--- config.mk ---
export PLATFORM = sky130hd
export DESIGN_NAME = demux8_hs_flat
export DESIGN_NICKNAME = d
export VERILOG_FILES = /design/src/rtl/demux8_hs_pkg.sv /design/src/rtl/demux8_hs_if.sv /design/src/rtl/dec3to8.sv /design/src/rtl/demux8_hs.sv /design/src/flat_wrapper.sv
export SDC_FILE = /design/constraint.sdc
export NUM_CORES = 1
export LEC_CHECK = 0
export ABC_AREA = 0
export CELL_PAD_IN_SITES_DETAIL_PLACEMENT = 1
export CELL_PAD_IN_SITES_GLOBAL_PLACEMENT = 1
export CORE_AREA = 3 3 115 117
export DETAILED_ROUTE_END_ITERATION = 8
export DIE_AREA = 0 0 118 120
export PLACE_DENSITY_LB_ADDON = 0.15
export SETUP_SLACK_MARGIN = 0.2
export SLEW_MARGIN = 5
export SYNTH_ARGS = -nofsm -noshare
export SYNTH_HDL_FRONTEND = slang
export SYNTH_SLANG_ARGS = --single-unit
--- constraint.sdc ---
create_clock -name clk -period 2 [get_ports clk]
set_input_delay 0.4 -clock clk [delete_from_list [all_inputs] [get_ports clk]]
set_output_delay 0.4 -clock clk [all_outputs]
set_load 0.01 [all_outputs]
--- src/rtl/demux8_hs_pkg.sv ---
// Shared constants and types for the eight-way handshake demultiplexer.
// Imported by the interface, the top module and the bench.
package demux8_hs_pkg;

    localparam int datasize   = 16;
    localparam int demux_ways = 8;
    localparam int cntsize    = 16;

    // st_empty: no word held; st_hold: at least one destination is still owed the word
    typedef enum logic {
        st_empty = 1'b0,
        st_hold  = 1'b1
    } state_e;

endpackage

--- src/rtl/demux8_hs_if.sv ---
// Upstream and per-destination handshake bundle for demux8_hs.
// Handshake: a transfer happens in any cycle where valid and ready are both high.
// A valid source keeps its payload stable until that transfer.
// Valid never waits on ready. Ready may depend combinationally on valid.
interface demux8_hs_if
    import demux8_hs_pkg::*;
#(
    parameter int muxsize = datasize,
    parameter int cntsize = demux8_hs_pkg::cntsize
);

    logic [muxsize-1:0]    inp;
    logic [2:0]            sel;
    logic                  bcast;
    logic                  inp_vld;
    logic                  inp_rdy;
    logic [muxsize-1:0]    outp0, outp1, outp2, outp3;
    logic [muxsize-1:0]    outp4, outp5, outp6, outp7;
    logic [demux_ways-1:0] outp_vld;
    logic [demux_ways-1:0] outp_rdy;
    logic                  busy;
    logic [cntsize-1:0]    done_cnt;

    // Environment side: the upstream producer together with the eight consumers.
    modport master (
        output inp, sel, bcast, inp_vld, outp_rdy,
        input  inp_rdy, outp0, outp1, outp2, outp3, outp4, outp5, outp6, outp7,
        input  outp_vld, busy, done_cnt
    );

    modport slave (
        input  inp, sel, bcast, inp_vld, outp_rdy,
        output inp_rdy, outp0, outp1, outp2, outp3, outp4, outp5, outp6, outp7,
        output outp_vld, busy, done_cnt
    );

endinterface

--- src/rtl/dec3to8.sv ---
// Combinational 3-to-8 one-hot decoder with an enable.
// The output is all zeros when the enable is low.
module dec3to8 (
    input  logic [2:0] sel,
    input  logic       en,
    output logic [7:0] dec
);

    always_comb begin
        dec = '0;
        if (en) dec[sel] = 1'b1;
    end

endmodule

--- src/rtl/demux8_hs.sv ---
// One-entry buffered 1-to-8 distributor with unicast or broadcast delivery.
// Each destination keeps its valid high until it accepts the held word.
module demux8_hs
    import demux8_hs_pkg::*;
#(
    parameter int muxsize = datasize,
    parameter int cntsize = demux8_hs_pkg::cntsize
) (
    input  logic        clk,
    input  logic        rst_n,
    demux8_hs_if.slave  bus,
    output state_e      state
);

    logic [muxsize-1:0]    data_q;
    logic [demux_ways-1:0] pend_q;
    logic [cntsize-1:0]    done_cnt_q;
    state_e                state_q;

    logic [demux_ways-1:0] remain;
    logic [demux_ways-1:0] sel_dec;
    logic [demux_ways-1:0] load_mask;
    logic                  complete;
    logic                  rdy;
    logic                  accept;

    dec3to8 u_dec (
        .sel (bus.sel),
        .en  (~bus.bcast),
        .dec (sel_dec)
    );

    // Ready looks through outp_rdy so a word finishing this cycle frees the slot at once.
    always_comb begin
        remain    = pend_q & ~bus.outp_rdy;
        complete  = (pend_q != '0) && (remain == '0);
        rdy       = (pend_q == '0) || (remain == '0);
        accept    = bus.inp_vld & rdy;
        load_mask = sel_dec | {demux_ways{bus.bcast}};
    end

    always_ff @(posedge clk or negedge rst_n) begin
        if (!rst_n) begin
            data_q     <= '0;
            pend_q     <= '0;
            done_cnt_q <= '0;
            state_q    <= st_empty;
        end else begin
            // A new word overwrites a just-completed one, so no stale valid bits survive.
            if (accept) begin
                data_q <= bus.inp;
                pend_q <= load_mask;
            end else if (pend_q != '0) begin
                pend_q <= remain;
            end

            if (complete) done_cnt_q <= done_cnt_q + 1'b1;

            case (state_q)
                st_empty: if (accept) state_q <= st_hold;
                st_hold:  if (complete && !accept) state_q <= st_empty;
                default:  state_q <= st_empty;
            endcase
        end
    end

    assign bus.inp_rdy  = rdy;
    assign bus.outp_vld = pend_q;
    assign bus.busy     = (pend_q != '0);
    assign bus.done_cnt = done_cnt_q;
    assign state        = state_q;

    assign bus.outp0 = pend_q[0] ? data_q : '0;
    assign bus.outp1 = pend_q[1] ? data_q : '0;
    assign bus.outp2 = pend_q[2] ? data_q : '0;
    assign bus.outp3 = pend_q[3] ? data_q : '0;
    assign bus.outp4 = pend_q[4] ? data_q : '0;
    assign bus.outp5 = pend_q[5] ? data_q : '0;
    assign bus.outp6 = pend_q[6] ? data_q : '0;
    assign bus.outp7 = pend_q[7] ? data_q : '0;

endmodule

--- src/flat_wrapper.sv ---
// flat-port wrapper written by rule: the top's interface ports become plain ports
module demux8_hs_flat import demux8_hs_pkg::*;
#(
    parameter int muxsize = datasize,
    parameter int cntsize = demux8_hs_pkg::cntsize
)
  (clk, rst_n, state, bus_inp, bus_sel, bus_bcast, bus_inp_vld, bus_outp_rdy, bus_inp_rdy, bus_outp0, bus_outp1, bus_outp2, bus_outp3, bus_outp4, bus_outp5, bus_outp6, bus_outp7, bus_outp_vld, bus_busy, bus_done_cnt);
  demux8_hs_if #(.muxsize(muxsize), .cntsize(cntsize)) bus_i ();
  input  logic clk;
  input  logic rst_n;
  output state_e state;
  input wire logic [$bits(bus_i.inp)-1:0] bus_inp;
  input wire logic [$bits(bus_i.sel)-1:0] bus_sel;
  input wire logic [$bits(bus_i.bcast)-1:0] bus_bcast;
  input wire logic [$bits(bus_i.inp_vld)-1:0] bus_inp_vld;
  input wire logic [$bits(bus_i.outp_rdy)-1:0] bus_outp_rdy;
  output wire logic [$bits(bus_i.inp_rdy)-1:0] bus_inp_rdy;
  output wire logic [$bits(bus_i.outp0)-1:0] bus_outp0;
  output wire logic [$bits(bus_i.outp1)-1:0] bus_outp1;
  output wire logic [$bits(bus_i.outp2)-1:0] bus_outp2;
  output wire logic [$bits(bus_i.outp3)-1:0] bus_outp3;
  output wire logic [$bits(bus_i.outp4)-1:0] bus_outp4;
  output wire logic [$bits(bus_i.outp5)-1:0] bus_outp5;
  output wire logic [$bits(bus_i.outp6)-1:0] bus_outp6;
  output wire logic [$bits(bus_i.outp7)-1:0] bus_outp7;
  output wire logic [$bits(bus_i.outp_vld)-1:0] bus_outp_vld;
  output wire logic [$bits(bus_i.busy)-1:0] bus_busy;
  output wire logic [$bits(bus_i.done_cnt)-1:0] bus_done_cnt;
  assign bus_i.inp = bus_inp;
  assign bus_i.sel = bus_sel;
  assign bus_i.bcast = bus_bcast;
  assign bus_i.inp_vld = bus_inp_vld;
  assign bus_i.outp_rdy = bus_outp_rdy;
  assign bus_inp_rdy = bus_i.inp_rdy;
  assign bus_outp0 = bus_i.outp0;
  assign bus_outp1 = bus_i.outp1;
  assign bus_outp2 = bus_i.outp2;
  assign bus_outp3 = bus_i.outp3;
  assign bus_outp4 = bus_i.outp4;
  assign bus_outp5 = bus_i.outp5;
  assign bus_outp6 = bus_i.outp6;
  assign bus_outp7 = bus_i.outp7;
  assign bus_outp_vld = bus_i.outp_vld;
  assign bus_busy = bus_i.busy;
  assign bus_done_cnt = bus_i.done_cnt;
  demux8_hs #(.muxsize(muxsize), .cntsize(cntsize)) u_core (.clk(clk), .rst_n(rst_n), .bus(bus_i), .state(state));
endmodule
==> summary.txt <==
Die
  – CORE AREA: 0.0125 mm2
  – Die W: 118 um
  – Site row count: 41
  – Initial Util: 0.216
  – Die area: 0.0142 mm2
  – I/O Pins: 186
  – Die Ht: 120 um

Synth
  – Share of flip-flops with an asynchronous set or reset: 1.00
  – Area share of the largest cell type after synthesis: 0.381
  – Avg Cell Area, Syn: 9.48 um2
  – Synth Flop Type: dfrtp_1
  – Synth Cell Area: 0.00269 mm2
  – Sequential-to-total area share from yosys stat: 0.381
  – Post-Syn Instances: 284
  – Yosys warns: 0
  – Syn nets: 316
  – Distinct cells, synth: 33
  – Yosys top cell by area: dfrtp_1
  – Number of flops mapped to enable cells by yosys: 0
  – Area contributors post-synth: dfrtp_1, and2_1, mux2_2
  – Register bit count reported by yosys: 41

GRT
  – GRT Util Overall: 0.167
  – Largest net degree at the start of global routing: 25
  – Initial antenna violation count: 0
  – Global route overflow: 0
  – First-pass GRT wire length: 18600 um
  – Number of global-route vias before repair: 2953

Critical path
  – Critical path depth in cells: 6
  – Reg2reg path depth: 6
  – Worst EP required: 2.16 ns
  – FF-to-FF End: u_core.data_q[12]
  – Arrival @ worst endpoint: 2.15 ns
  – Reg2Reg Setup Slack: 0.02 ns
  – Critical Path End Type: flip-flop
  – Crit path from: u_core.bus.outp_vld[0]
  – Crit-path max cell delay: 0.44 ns
  – CP Max Fanout: 8
  – Worst path cell trace: or2b_4, nand4_4, or3b_4, nor2_8, buf_12, mux2_4
  – CP endpoint: u_core.data_q[12]
  – CP Launch Type: flip-flop
  – CP top delay family: simple AND/OR/NAND/NOR gates
  – R2R Path Start: u_core.bus.outp_vld[0]
  – Slowest cell on the critical path: dfrtp_2
  – Crit path kind: reg -> reg
  – CP bufs+invs: 1

Pwr
  – Logic pwr share: 0.634
  – Leakage: 2.97 nW
  – Total power: 7.46 mW
  – Switching share of power: 0.390
  – P_int: 4.55 mW
  – Peak supply drop: 0.623 mV
  – Psw: 2.91 mW
  – Share of power burned in the clock network: 0.143
  – Sequential power share: 0.223
  – Pwr Density: 1350 mW/mm2

Clock tree
  – Inserted Clock Buffers: 5
  – CTS H-Tree Depth: 2
  – Hold Buf Count CTS: 0
  – Worst-path clk slew: 0.06 ns
  – Worst skew pair latency: 0.28 ns
  – TritonCTS clock tree: built
  – Clock sink total: 41
  – CTS Root Cell: clkbuf_16
  – CTS Buffer Depth: 2

Timing
  – Worst Hold Slack: 0.0598 ns
  – Worst Skew: 0.0107 ns
  – Max-slew violations: 0
  – Clock period minus worst slack: 1.98 ns
  – Final hold vios: 0
  – Fmax: 504 MHz
  – Setup violations, final: 0
  – Worst-margin pin slew: 0.455 ns
  – Rel. slew slack: 0.697
  – RSZ-0062 raised after global routing: yes
  – Tcrit/Tclk final: 0.992
  – Setup ws final: 0.0150 ns

Finish
  – Layout cells sized above 1: 0.307
  – Diode count: 0
  – Storage cell area: 0.00103 mm2
  – Area Growth Syn to Fin: 106%
  – Leading cell type in the layout, fill and taps excluded: and2_1
  – Commonest non-fill, non-tap cells in the layout: and2_1, dlygate4sd2_1, clkdlybuf4s50_1
  – Footprint of the multi-input gates: 0.00179 mm2
  – Fillers: 1425
  – Final nets: 559

Drt
  – Vias: 2906
  – ANT nets after route: 0
  – DR pass1 iterations: 4
  – Number of remaining DRC errors: 0
  – Starting DRC count in detailed routing: 36
  – Via density: 4.15
  – DRT Wirelength: 12200 um
  – Routed wire per std cell: 17.4 um

Min path
  – Worst min-delay path category: in -> async

Placed design
  – Pre-CTS setup slack: -0.429 ns
  – Placer Congestion: 0.763
  – Port buffer count: 185
  – Post-DP HPWL: 8670 um

Flow run
  – Max Cap Violations: 0

Status
  – Run status: finished, final reports clean
==> area by class of cell <==
type	count	area share
repair buffers	246	0.412
multi-input cells	228	0.324
flip-flops and latches	41	0.187
well taps	172	0.0388
clock buffers	5	0.0226
clock inverters	3	0.0124
inverters	5	0.00339
==> worst min-delay path by stage <==
stage	depth (start not counted)	start	to
3_3_place_gp	1	rst_n	u_core.bus.outp_vld[6]
6_report	1	rst_n	u_core.bus.outp_vld[0]
2_1_floorplan	0	rst_n	u_core.bus.done_cnt[0]
3_5_place_dp	1	rst_n	u_core.bus.outp_vld[7]
4_1_cts	1	rst_n	u_core.bus.outp_vld[6]
5_1_grt	1	rst_n	u_core.bus.outp_vld[0]
==> power groups by stage <==
stage | clock network, mW | registers [mW] | logic, mW
floorplan | 0 | 1.54 | 1.76
global placement | 0 | 1.61 | 4.19
detailed placement | 0 | 1.64 | 4.21
CTS | 1.09 | 1.66 | 4.50
global route | 1.13 | 1.76 | 5.09
finish | 1.06 | 1.66 | 4.73
==> cells in the mapped netlist (all sizes together) (3+ instances only) <==
| cell type | count |
|---|---|
| and2 | 131 |
| inv | 5 |
| o21ai | 9 |
| clkbuf | 8 |
| nand4 | 7 |
| nor3 | 7 |
| xnor2 | 9 |
| and3 | 3 |
| nor4 | 3 |
| mux2 | 16 |
| or2b | 6 |
| dfrtp | 41 |
| xor2 | 6 |
| nand2 | 12 |
| a31oi | 6 |
==> stage by stage <==
step / cell area, um2 / cells / setup TNS (ns) / util
floorplan: 2700 / 284 / 0 / -
global placement: 4870 / 651 / -9.91 / 0.390
detailed placement: 4870 / 651 / -11.01 / 0.390
CTS: 5330 / 685 / -0.0381 / 0.427
global route: 5540 / 700 / -0.149 / 0.444
finish: 5540 / 700 / 0 / 0.444
==> flip-flops by register name, indices dropped and copies added, names as in the netlist <==
register             cells
u_core.bus.done_cnt     16
u_core.state             1
u_core.data_q           16
u_core.bus.outp_vld      8
==> kinds of logic (layout without fill, tap and decap cells) <==
kind of cell | Yosys count | in the layout | share of synthesized area
AO/OA/AOI/OAI | 16 | 16 | 0.0339
multiplexers | 16 | 16 | 0.0669
adder cells (fa/ha/maj) | 1 | 1 | 0.00465
flip-flops | 41 | 41 | 0.381
buffers and inverters | 15 | 259 | 0.0265
XOR/XNOR | 15 | 15 | 0.0516
AND/OR/NAND/NOR | 180 | 180 | 0.435
==> per-layer routing <==
layer	vias up	global-route usage	part of all wire
met5	-	0	0
met4	0	0.0205	0.0036
met3	4	0.0306	0.040
met2	97	0.308	0.53
met1	1389	0.208	0.43
li1	1416	-	-
==> timing repair <==
| action | in CTS | in global routing |
|---|---|---|
| pin swaps | 13 | 10 |
| endpoints found under the setup margin | 168 | 70 |
| gates cloned | 2 | 1 |
| gates resized for setup | 264 | 46 |
| buffers inserted | 24 | 14 |
No activity file was read; power rests on OpenSTA's default activity.
